**config.mk**
```make
export PLATFORM = sky130hd
export DESIGN_NAME = cpu_mem_arbiter
export DESIGN_NICKNAME = d
export VERILOG_FILES = /design/src/rtl/cpu_mem_arbiter_pkg.sv /design/src/rtl/cpu_mem_arbiter.sv
export SDC_FILE = /design/constraint.sdc
export NUM_CORES = 1
export LEC_CHECK = 0
export ABC_AREA = 1
export BUFFER_PORTS_ARGS = -buffer_cell sky130_fd_sc_hd__buf_4
export CORE_AREA = 8 8 118 120
export DETAILED_ROUTE_END_ITERATION = 12
export DIE_AREA = 0 0 126 128
export GPL_ROUTABILITY_DRIVEN = 1
export PLACE_DENSITY_LB_ADDON = 0.1
export SLEW_MARGIN = 20
export SYNTH_ARGS = -nofsm -noshare
export SYNTH_HDL_FRONTEND = slang
export SYNTH_SLANG_ARGS = --single-unit
```
**constraint.sdc**
```tcl
create_clock -name clk -period 1.1 [get_ports clk]
set_input_delay 0.22 -clock clk [delete_from_list [all_inputs] [get_ports clk]]
set_output_delay 0.22 -clock clk [all_outputs]
set_load 0.01 [all_outputs]
```
**src/rtl/cpu_mem_arbiter_pkg.sv**
```systemverilog
// Shared types for the CPU memory-port arbiter: transaction phase and port owner.
// Kept separate so the future AXI bridge can reuse the same encodings.
package cpu_mem_arbiter_pkg;

    typedef enum logic [1:0] {
        ST_IDLE = 2'd0,
        ST_ADDR = 2'd1,
        ST_WAIT = 2'd2
    } arb_state_e;

    typedef enum logic {
        OWN_INST = 1'b0,
        OWN_DATA = 1'b1
    } arb_owner_e;

endpackage

```
**src/rtl/cpu_mem_arbiter.sv**
```systemverilog
// Serialises the instruction and data requesters onto one memory port,
// one transaction outstanding at a time, with data given fixed priority.
module cpu_mem_arbiter
    import cpu_mem_arbiter_pkg::*;
#(
    parameter int ADDR_W = 32,
    parameter int DATA_W = 32
) (
    input  logic                clk,
    input  logic                resetn,

    input  logic                inst_req,
    input  logic                inst_wr,
    input  logic [1:0]          inst_size,
    input  logic [DATA_W/8-1:0] inst_wstrb,
    input  logic [ADDR_W-1:0]   inst_addr,
    input  logic [DATA_W-1:0]   inst_wdata,
    output logic                inst_addr_ok,
    output logic                inst_data_ok,
    output logic [DATA_W-1:0]   inst_rdata,

    input  logic                data_req,
    input  logic                data_wr,
    input  logic [1:0]          data_size,
    input  logic [DATA_W/8-1:0] data_wstrb,
    input  logic [ADDR_W-1:0]   data_addr,
    input  logic [DATA_W-1:0]   data_wdata,
    output logic                data_addr_ok,
    output logic                data_data_ok,
    output logic [DATA_W-1:0]   data_rdata,

    output logic                m_req,
    output logic                m_wr,
    output logic [1:0]          m_size,
    output logic [DATA_W/8-1:0] m_wstrb,
    output logic [ADDR_W-1:0]   m_addr,
    output logic [DATA_W-1:0]   m_wdata,
    input  logic                m_addr_ok,
    input  logic                m_data_ok,
    input  logic [DATA_W-1:0]   m_rdata
);

    arb_state_e state_q, state_d;
    arb_owner_e owner_q, owner_d;

    always_ff @(posedge clk or negedge resetn) begin
        if (!resetn) begin
            state_q <= ST_IDLE;
            owner_q <= OWN_INST;
        end else begin
            state_q <= state_d;
            owner_q <= owner_d;
        end
    end

    // Arbitration is shared by IDLE and the data-phase completion in WAIT,
    // which lets back-to-back requests skip the idle cycle.
    always_comb begin
        state_d = state_q;
        owner_d = owner_q;
        case (state_q)
            ST_IDLE, ST_WAIT: begin
                if (state_q == ST_IDLE || m_data_ok) begin
                    if (data_req) begin
                        owner_d = OWN_DATA;
                        state_d = ST_ADDR;
                    end else if (inst_req) begin
                        owner_d = OWN_INST;
                        state_d = ST_ADDR;
                    end else begin
                        state_d = ST_IDLE;
                    end
                end
            end
            ST_ADDR: begin
                if (m_addr_ok) begin
                    state_d = ST_WAIT;
                end
            end
            default: begin
                state_d = ST_IDLE;
                owner_d = OWN_INST;
            end
        endcase
    end

    always_comb begin
        m_req        = 1'b0;
        m_wr         = 1'b0;
        m_size       = '0;
        m_wstrb      = '0;
        m_addr       = '0;
        m_wdata      = '0;
        inst_addr_ok = 1'b0;
        data_addr_ok = 1'b0;
        inst_data_ok = 1'b0;
        data_data_ok = 1'b0;
        inst_rdata   = '0;
        data_rdata   = '0;
        case (state_q)
            ST_ADDR: begin
                m_req = 1'b1;
                if (owner_q == OWN_DATA) begin
                    m_wr         = data_wr;
                    m_size       = data_size;
                    m_wstrb      = data_wstrb;
                    m_addr       = data_addr;
                    m_wdata      = data_wdata;
                    data_addr_ok = m_addr_ok;
                end else begin
                    m_wr         = inst_wr;
                    m_size       = inst_size;
                    m_wstrb      = inst_wstrb;
                    m_addr       = inst_addr;
                    m_wdata      = inst_wdata;
                    inst_addr_ok = m_addr_ok;
                end
            end
            ST_WAIT: begin
                if (owner_q == OWN_DATA) begin
                    data_data_ok = m_data_ok;
                    data_rdata   = m_data_ok ? m_rdata : '0;
                end else begin
                    inst_data_ok = m_data_ok;
                    inst_rdata   = m_data_ok ? m_rdata : '0;
                end
            end
            default: ;
        endcase
    end

endmodule
```
==> reports/results.tsv, run 1 <==
metric	value	unit
status	complete, but fails checks	
violated checks	negative setup slack	
Final Skew	0.000902	ns
endpoints failing hold	0	
Max-Cap Viols	0	
Clock Sinks	3	
ANT cells	0	
Die ar.	16100	um^2
Die W	126	um
Top cell by count, worst path	buf_12	
Multi-input gate area	2080	um^2
Worst-path clk slew	0.03	ns
global router's overall resource usage	15.5	%
Max Slew Vio Count	0	
Flop pwr share	2.2	%
Crit path largest cell delay	0.38	ns
Pwr Density	2030	nW/um^2
number of CTS-inserted buffers	3	
Die H	128	um
postcts setup bufs	0	
Cell Count, Final, Fillers Out	845	
Tmin final	1.61	ns
Post-Route WL	14400	um
drc violations	0	
Max clock buf depth	2	
Layout Area Growth over Synthesis	251	%
Arrival @ worst endpoint	1.39	ns
register area share after synthesis	4.52	%
Post-DP HPWL	11300	um
WP depth	6	
filler cell count	1251	
CP max FO	9	
initial antenna violation count	0	
Post-Syn Instances	365	
global-route wire length before repair	20300	um
Ports	320	
Top delay family on crit path	buffers and inverters	
total power	11.8	mW
Placed Cells	826	
synthesized cell area	1660	um^2
CTS Root Cell	clkbuf_16	
core area	12200	um^2
vias per cell	4.24	
Tightest Hold Check Type	in2reg	
Worst Path Required	0.88	ns
Clk pwr share	4.9	%
hold depth	2	
vias in the first global route	3780	
critical path launch point type	register	
Reg area	76.3	um^2
Leakage Power	2.90	nW
layout cells sized above 1	73.2	%
PortBufs	319	
vias	3585	
Crit path buffers/inverters	4	
post-synth cell types	18	
endpoint type of the worst setup path	output pin	
Detail Route Antenna Nets	0	
final instance area	5820	um^2
final global-route overflow total	0	
Post-Route Utilization	47.6	%
Final Worst Setup Slack	-0.513	ns
Max-slew headroom	85.4	%
crit path max-delay cell type	dfrtp_1	
Least-Margin Pin Slew	0.219	ns
Sw Pwr	5.75	mW
Initial Util	13.6	%
pin count of the biggest net entering global routing	34	
Worst-Skew Late Latency	0.22	ns
Synth top area share	33.0	%
Setup WS pre-CTS	-0.270	ns
kind of critical path	reg2out	
syn nets	545	
wire per inst	17.1	um
RSZ-0062 raised after global routing	yes	
Yosys reg bits	3	
cell breakdown of the critical path	inv_2 -> buf_12 -> nand2_8 -> buf_12 -> a21oi_4 -> buf_6	
Ys Warns	0	
FF-to-FF path depth	6	
post-place instance area	5000	um^2
Min Hold Slack	0.202	ns
H-tree depth	1	
Power Internal	6.08	mW
Sw Ratio	48.6	%
routability cong.	0.799	
synthesized area per cell	4.55	um^2
number of cell rows	41	
ranking of synthesized cells by area	nand2_1 33%, a21oi_1 21%, nor2_1 14%, inv_1 8.6%, buf_6 4.8%	
Fmax achieved	0.620	GHz
Comb pwr share	93.0	%
final setup vio count	140	
commonest non-fill, non-tap cell in the layout	buf_4	
violation count after the first detailed-route iteration	78	
First-pass DRT Iterations	4	
setup TNS	-66.24	ns
commonest non-fill, non-tap cells in the layout	269 x buf_4, 139 x nand2_1, 57 x buf_6	
nets	876	
fin crit share	147	%
TritonCTS clock tree	yes	
Max VDD drop	0.977	mV
post-synth top area cell	nand2_1	
## sequential cells by signal, summed over array words and instances, names as in the netlist
register  cells
owner_q       1
state_q       2
## cell usage after synthesis
master,count
nand3_2,2
clkbuf_1,4
inv_2,1
dfrtp_1,3
buf_2,10
inv_1,38
buf_6,7
nor2_2,5
o21ai_0,2
a21oi_1,71
nand3b_1,1
nor3_1,2
nand3_1,1
nand2_2,1
nand2_1,146
nor2_1,62
buf_4,8
o211ai_1,1
## cell type report
type,count,area share (%)
clock buffer,4,1.36
inverter,39,2.65
multi-input combinational,296,35.8
sequential,3,1.31
tap,150,3.23
timing repair buffer,353,55.7
## routing by layer
| layer | wire (um) | track usage, % | up-vias |
|---|---|---|---|
| met5 | 0 | 0 | - |
| met4 | 69 | 1.63 | 0 |
| met3 | 1490 | 6.86 | 6 |
| met2 | 7830 | 29.9 | 187 |
| met1 | 5040 | 15.3 | 1612 |
| li1 | - | - | 1780 |
## path summary, 6_finish.rpt
kind / start / to / slack, ns
max in group asynchronous: resetn / owner_q / 0.65
hold reg to reg: state_q[1] / owner_q / 0.67
setup / recovery: state_q[1] / m_addr[30] / -0.51
hold / removal: m_addr_ok / state_q[0] / 0.20
setup reg to reg: state_q[0] / owner_q / 0
min in group asynchronous: resetn / owner_q / 0.34
## power groups by stage
stage	clock (mW)	combinational [mW]	sequential [mW]
after floorplan	0	5.27	0.213
after global placement	0	8.89	0.214
after detailed placement	0	8.94	0.217
after CTS	0.592	9.73	0.236
after global routing	0.599	11.7	0.265
final	0.578	11.0	0.255
## cells by family (layout without fill, tap and decap cells)
kind of cell,count (synthesis),in the layout,synth area share (%)
and+or+nand+nor,220,222,51.9
buffers and inverters,68,396,21.1
DFF,3,3,4.52
AOI/OAI and AO/OA,74,74,22.5
## timing repair
action / 4_1_cts / 5_1_grt
gates resized for setup: 50 / 55
hold buffers: 1 / 0
endpoints found under the hold margin: 3 / 0
pin swaps: 0 / 6
endpoints found under the setup margin: 140 / 142
gates cloned: 2 / 12
No activity file was read; power rests on OpenSTA's default activity.
==> run 2, diff against run 1 <==
--- a/config.mk
+++ b/config.mk
@@ -11,7 +11,9 @@
 export DETAILED_ROUTE_END_ITERATION = 12
 export DIE_AREA = 0 0 126 128
 export GPL_ROUTABILITY_DRIVEN = 1
+export GPL_TIMING_DRIVEN = 1
 export PLACE_DENSITY_LB_ADDON = 0.1
+export SETUP_SLACK_MARGIN = 0.05
 export SLEW_MARGIN = 20
 export SYNTH_ARGS = -nofsm -noshare
 export SYNTH_HDL_FRONTEND = slang
==> constraint.sdc (replaced) <==
create_clock -name clk -period 1.4 [get_ports clk]
set_input_delay 0.28 -clock clk [delete_from_list [all_inputs] [get_ports clk]]
set_output_delay 0.28 -clock clk [all_outputs]
set_load 0.01 [all_outputs]
==> run 2 against run 1 <==
Effect of this change: the run still ends with negative setup slack left; sequential power down 21%; sequential cell count stayed put; largest cell class unchanged; design area fell by 19%; worst hold slack improved by 0.073 ns; utilization is 9.2 points lower; non-clock buffer count shrank 6; power decreased by 40%; critical path depth shrank 1.
==> reports/results.tsv, run 2 (synthesized netlist as in run 1, its figures left out) <==
metric	value	unit	change
endpoint type of the worst setup path	output pin		unchanged
Max VDD drop	1.01	mV	was 0.977 mV
Post-DP HPWL	10900	um	was 11300 um
initial antenna violation count	0		unchanged
core area	12200	um^2	unchanged
final setup vio count	140		unchanged
drc violations	0		unchanged
worst hold path startpoint	m_addr_ok		unchanged
commonest non-fill, non-tap cell in the layout	buf_4		unchanged
Comb pwr share	90.6	%	was 93.0%
Worst R2R End	state_q[0]		was owner_q
Final Skew	0.000858	ns	was 0.000902 ns
Max Slew Vio Count	0		unchanged
critical path launch point type	register		unchanged
violation count after the first detailed-route iteration	134		was 78
total power	7.07	mW	was 11.8 mW
PortBufs	319		unchanged
FF-to-FF path depth	6		unchanged
Max-Cap Viols	0		unchanged
setup TNS	-26.38	ns	was -66.24 ns
vias in the first global route	3613		was 3780
vias	3485		was 3585
RSZ-0062 raised after global routing	yes		unchanged
commonest non-fill, non-tap cells in the layout	329 x buf_4, 139 x nand2_1, 59 x nor2_1		was 269 x buf_4, 139 x nand2_1, 57 x buf_6
fin crit share	116	%	
Cell Count, Final, Fillers Out	837		was 845
Min Hold Slack	0.275	ns	was 0.202 ns
Die W	126	um	unchanged
cell breakdown of the critical path	inv_2 -> nand2_4 -> buf_12 -> a21oi_1 -> buf_4		was inv_2 -> buf_12 -> nand2_8 -> buf_12 -> a21oi_4 -> buf_6
pin count of the biggest net entering global routing	34		unchanged
reg2reg start	state_q[0]		unchanged
layout cells sized above 1	57.9	%	was 73.2%
status	complete, but fails checks		unchanged
ANT cells	0		unchanged
Leakage Power	2.71	nW	was 2.90 nW
global-route wire length before repair	19400	um	was 20300 um
Placed Cells	825		was 826
Clk pwr share	6.5	%	was 4.9%
Tmin final	1.63	ns	
Most flops, register	state_q		unchanged
crit path max-delay cell type	dfrtp_1		unchanged
Final Worst Setup Slack	-0.225	ns	was -0.513 ns
Reg2Reg Setup Slack	0.19	ns	was 0 ns
Flop pwr share	2.8	%	was 2.2%
vias per cell	4.16		was 4.24
Least-Margin Pin Slew	0.176	ns	was 0.219 ns
Post-Route Utilization	38.4	%	was 47.6%
final global-route overflow total	0		unchanged
Detail Route Antenna Nets	0		unchanged
Layout Area Growth over Synthesis	183	%	was 251%
First-pass DRT Iterations	4		unchanged
largest registers	state_q x2, owner_q x1		unchanged
Power Internal	3.58	mW	was 6.08 mW
hold depth	2		unchanged
Sw Pwr	3.49	mW	was 5.75 mW
H-tree depth	1		unchanged
Initial Util	13.6	%	unchanged
kind of critical path	reg2out		unchanged
Post-Route WL	13500	um	was 14400 um
CTS Root Cell	clkbuf_16		unchanged
Clock Sinks	3		unchanged
Sw Ratio	49.3	%	was 48.6%
endpoints failing hold	0		unchanged
number of cell rows	41		unchanged
Worst Path Required	1.12	ns	was 0.88 ns
number of CTS-inserted buffers	3		unchanged
Fmax achieved	0.615	GHz	
Max clock buf depth	2		unchanged
wire per inst	16.2	um	was 17.1 um
Pwr Density	1510	nW/um^2	was 2030 nW/um^2
Hold EP	state_q[0]		unchanged
Crit path largest cell delay	0.38	ns	about the same
Ports	320		unchanged
global router's overall resource usage	15.0	%	was 15.5%
Worst-path clk slew	0.03	ns	about the same
Die H	128	um	unchanged
violated checks	negative setup slack		unchanged
Max-slew headroom	88.2	%	was 85.4%
Arrival @ worst endpoint	1.35	ns	was 1.39 ns
TritonCTS clock tree	yes		unchanged
Tightest Hold Check Type	in2reg		unchanged
Largest register FFs	2		unchanged
Worst-Skew Late Latency	0.23	ns	was 0.22 ns
nets	868		was 876
CP max FO	21		was 9
routability cong.	0.852		was 0.799
Die ar.	16100	um^2	unchanged
[run 2: layout make-up]
class,count,area [um^2]
clock buffer,4,78.8
fill,1315,7520
inverter,39,151
multi-input combinational,294,1390
sequential,3,77.6
tap,150,188
timing repair buffer,347,2810
[run 2: worst max path at each step]
stage                     startpoint      endpoint  depth (start not counted)
final                     state_q[1]   m_wdata[26]                          5
after global routing      state_q[1]  inst_addr_ok                          5
after CTS                    owner_q    m_wdata[1]                          6
after detailed placement     owner_q    m_addr[31]                          5
after global placement       owner_q    m_addr[31]                          5
after floorplan           state_q[1]    m_addr[26]                          5
[run 2: metrics by stage]
stage          area [um^2]  worst slack [ns]
3_3_place_gp          4290           -0.0488
5_1_grt               4690            -0.311
3_5_place_dp          4290           -0.0441
4_1_cts               4610            -0.266
2_1_floorplan         1660            0.0812
6_report              4690            -0.225
[run 2: routing by layer]
metal	part of all wire, %	up-vias	GRT usage, %
met4	0.52	0	2.34
met5	0	-	0
met3	10	5	5.95
li1	-	1754	-
met2	54	187	29.5
met1	36	1539	14.5
[run 2: what timing repair did]
action / 4_1_cts / 5_1_grt
resized for setup: 31 / 28
setup buffers: 3 / 2
pin swaps: 0 / 2
hold buffers: 1 / 0
setup endpoints to repair: 140 / 140
endpoints found under the hold margin: 3 / 0
gates cloned: 3 / 1
[run 2: power by group through the flow]
stage	combinational (mW)	clock (mW)	sequential (mW)
after floorplan	2.64	0	0.164
final	6.41	0.460	0.201
after detailed placement	5.58	0	0.170
after global routing	6.92	0.473	0.208
after CTS	6.36	0.465	0.194
after global placement	5.56	0	0.166
[run 2: critical path: cells and delay by family (launching register included)]
kind | cells | cell delay, ns
simple gates | 1 | 0.12
compound gates | 1 | 0.15
flops | 1 | 0.38
buf+inv | 3 | 0.45
==> run 3, diff against run 2 <==
--- a/config.mk
+++ b/config.mk
@@ -12,6 +12,7 @@
 export DIE_AREA = 0 0 126 128
 export GPL_ROUTABILITY_DRIVEN = 1
 export GPL_TIMING_DRIVEN = 1
+export MAX_ROUTING_LAYER = met4
 export PLACE_DENSITY_LB_ADDON = 0.1
 export SETUP_SLACK_MARGIN = 0.05
 export SLEW_MARGIN = 20
==> run 3 against run 2 <==
Effect of this change: the run still ends with negative setup slack left; combinational power is 1% higher; sequential cell count stayed put; utilization grew 0.23 points; count of clock-buffer cells in the layout unchanged; critical path type unchanged; largest cell class unchanged; largest power group unchanged.
==> reports/results.tsv, run 3 (synthesized netlist as in run 1, its figures left out) <==
metric	value	unit	change
Worst Path Required	1.12	ns	about the same
CTS Root Cell	clkbuf_16		unchanged
ANT cells	0		unchanged
Crit path largest cell delay	0.38	ns	about the same
Hold EP	state_q[0]		unchanged
Tightest Hold Check Type	in2reg		unchanged
Clock Sinks	3		unchanged
Layout Area Growth over Synthesis	184	%	was 183%
Max Slew Vio Count	0		unchanged
Max-slew headroom	88.1	%	was 88.2%
Worst-Skew Late Latency	0.22	ns	was 0.23 ns
layout cells sized above 1	59.1	%	was 57.9%
final global-route overflow total	0		unchanged
H-tree depth	1		unchanged
TritonCTS clock tree	yes		unchanged
Worst-path clk slew	0.03	ns	about the same
violation count after the first detailed-route iteration	141		was 134
number of CTS-inserted buffers	3		unchanged
Post-DP HPWL	10900	um	unchanged
vias	3514		was 3485
crit path max-delay cell type	dfrtp_1		unchanged
Fmax achieved	0.614	GHz	was 0.615 GHz
endpoints failing hold	0		unchanged
Max clock buf depth	2		unchanged
Post-Route WL	13600	um	was 13500 um
initial antenna violation count	0		unchanged
Pwr Density	1510	nW/um^2	about the same
global-route wire length before repair	19300	um	was 19400 um
Die H	128	um	unchanged
Top delay family on crit path	buffers and inverters		unchanged
RSZ-0062 raised after global routing	yes		unchanged
drc violations	0		unchanged
Detail Route Antenna Nets	0		unchanged
kind of critical path	reg2out		unchanged
nets	868		unchanged
Die ar.	16100	um^2	unchanged
Max-Cap Viols	0		unchanged
hold depth	2		unchanged
routability cong.	0.866		was 0.852
Final Worst Setup Slack	-0.228	ns	was -0.225 ns
Initial Util	13.6	%	unchanged
wire per inst	16.2	um	about the same
final setup vio count	140		unchanged
CP max FO	21		unchanged
Max VDD drop	1.01	mV	about the same
core area	12200	um^2	unchanged
Tmin final	1.63	ns	about the same
pin count of the biggest net entering global routing	34		unchanged
Most flops, register	state_q		unchanged
Largest register FFs	2		unchanged
Cell Count, Final, Fillers Out	837		unchanged
global router's overall resource usage	15.4	%	was 15.0%
Die W	126	um	unchanged
cell breakdown of the critical path	inv_2 -> nand2_4 -> buf_12 -> a21oi_1 -> buf_4		unchanged
commonest non-fill, non-tap cells in the layout	329 x buf_4, 137 x nand2_1, 59 x nor2_1		was 329 x buf_4, 139 x nand2_1, 59 x nor2_1
setup TNS	-26.57	ns	was -26.38 ns
final instance area	4720	um^2	was 4690 um^2
Leakage Power	2.71	nW	about the same
post-place instance area	4290	um^2	unchanged
Ports	320		unchanged
largest registers	state_q x2, owner_q x1		unchanged
Reg2Reg Setup Slack	0.19	ns	about the same
Final Skew	0.000156	ns	was 0.000858 ns
First-pass DRT Iterations	4		unchanged
commonest non-fill, non-tap cell in the layout	buf_4		unchanged
Worst R2R End	state_q[0]		unchanged
vias per cell	4.20		was 4.16
number of cell rows	41		unchanged
Placed Cells	825		unchanged
reg2reg start	state_q[0]		unchanged
status	complete, but fails checks		unchanged
Crit path buffers/inverters	3		unchanged
worst hold path startpoint	m_addr_ok		unchanged
PortBufs	319		unchanged
Arrival @ worst endpoint	1.35	ns	about the same
vias in the first global route	3640		was 3613
fin crit share	116	%	about the same
Least-Margin Pin Slew	0.177	ns	was 0.176 ns
FF-to-FF path depth	6		unchanged
critical path launch point type	register		unchanged
endpoint type of the worst setup path	output pin		unchanged
violated checks	negative setup slack		unchanged
==> run 3: worst max-delay path by stage <==
stage	startpoint	depth (start not counted)	slack, ns	to
after detailed placement	owner_q	5	-0.04	m_addr[31]
after global routing	state_q[1]	5	-0.31	inst_addr_ok
after floorplan	state_q[1]	5	0.08	m_addr[26]
after CTS	owner_q	6	-0.27	m_wdata[1]
final	state_q[1]	5	-0.23	m_wdata[26]
after global placement	owner_q	5	-0.05	m_addr[31]
==> run 3: where the power goes <==
part | internal, mW | total, mW | switching (mW)
combinational | 3.09 | 6.48 | 3.38
sequential | 0.135 | 0.201 | 0.0659
clock | 0.376 | 0.460 | 0.0835
==> run 3: cell type report <==
type / count / area, um^2
clock buffer: 4 / 78.8
fill: 1316 / 7490
inverter: 39 / 151
multi-input combinational: 294 / 1420
sequential: 3 / 77.6
tap: 150 / 188
timing repair buffer: 347 / 2810
==> run 3: worst reg2reg max path: cells and delay by family (launching register included) <==
| family | cells | cell delay (ns) |
|---|---|---|
| AND/OR/NAND/NOR | 2 | 0.22 |
| AO/OA/AOI/OAI | 1 | 0.09 |
| flip-flops | 1 | 0.43 |
| buffers and inverters | 3 | 0.34 |
==> run 3: timing repair <==
action,CTS,global route
endpoints found under the hold margin,3,0
hold buffers,1,0
setup buffers,3,2
gates cloned,3,1
setup endpoints to repair,140,140
resized for setup,31,36
pin swaps,0,2
==> run 3: routing by layer <==
metal	vias up	routed length [um]	GRT usage, %
li1	1754	-	-
met4	0	71	2.34
met5	-	0	-
met2	185	7260	29.6
met3	5	966	3.58
met1	1570	5280	15.8
==> run 3: metrics by stage <==
stage / hold WS (ns) / setup slack, ns / power, mW / utilization (%)
global placement: 0.0764 / -0.0488 / 5.73 / 35.1
global route: 0.280 / -0.311 / 7.65 / 38.6
detailed placement: 0.0759 / -0.0441 / 5.75 / 35.1
finish: 0.278 / -0.228 / 7.14 / 38.6
CTS: 0.285 / -0.266 / 7.02 / 37.7
floorplan: -0.0156 / 0.0812 / 2.81 / -
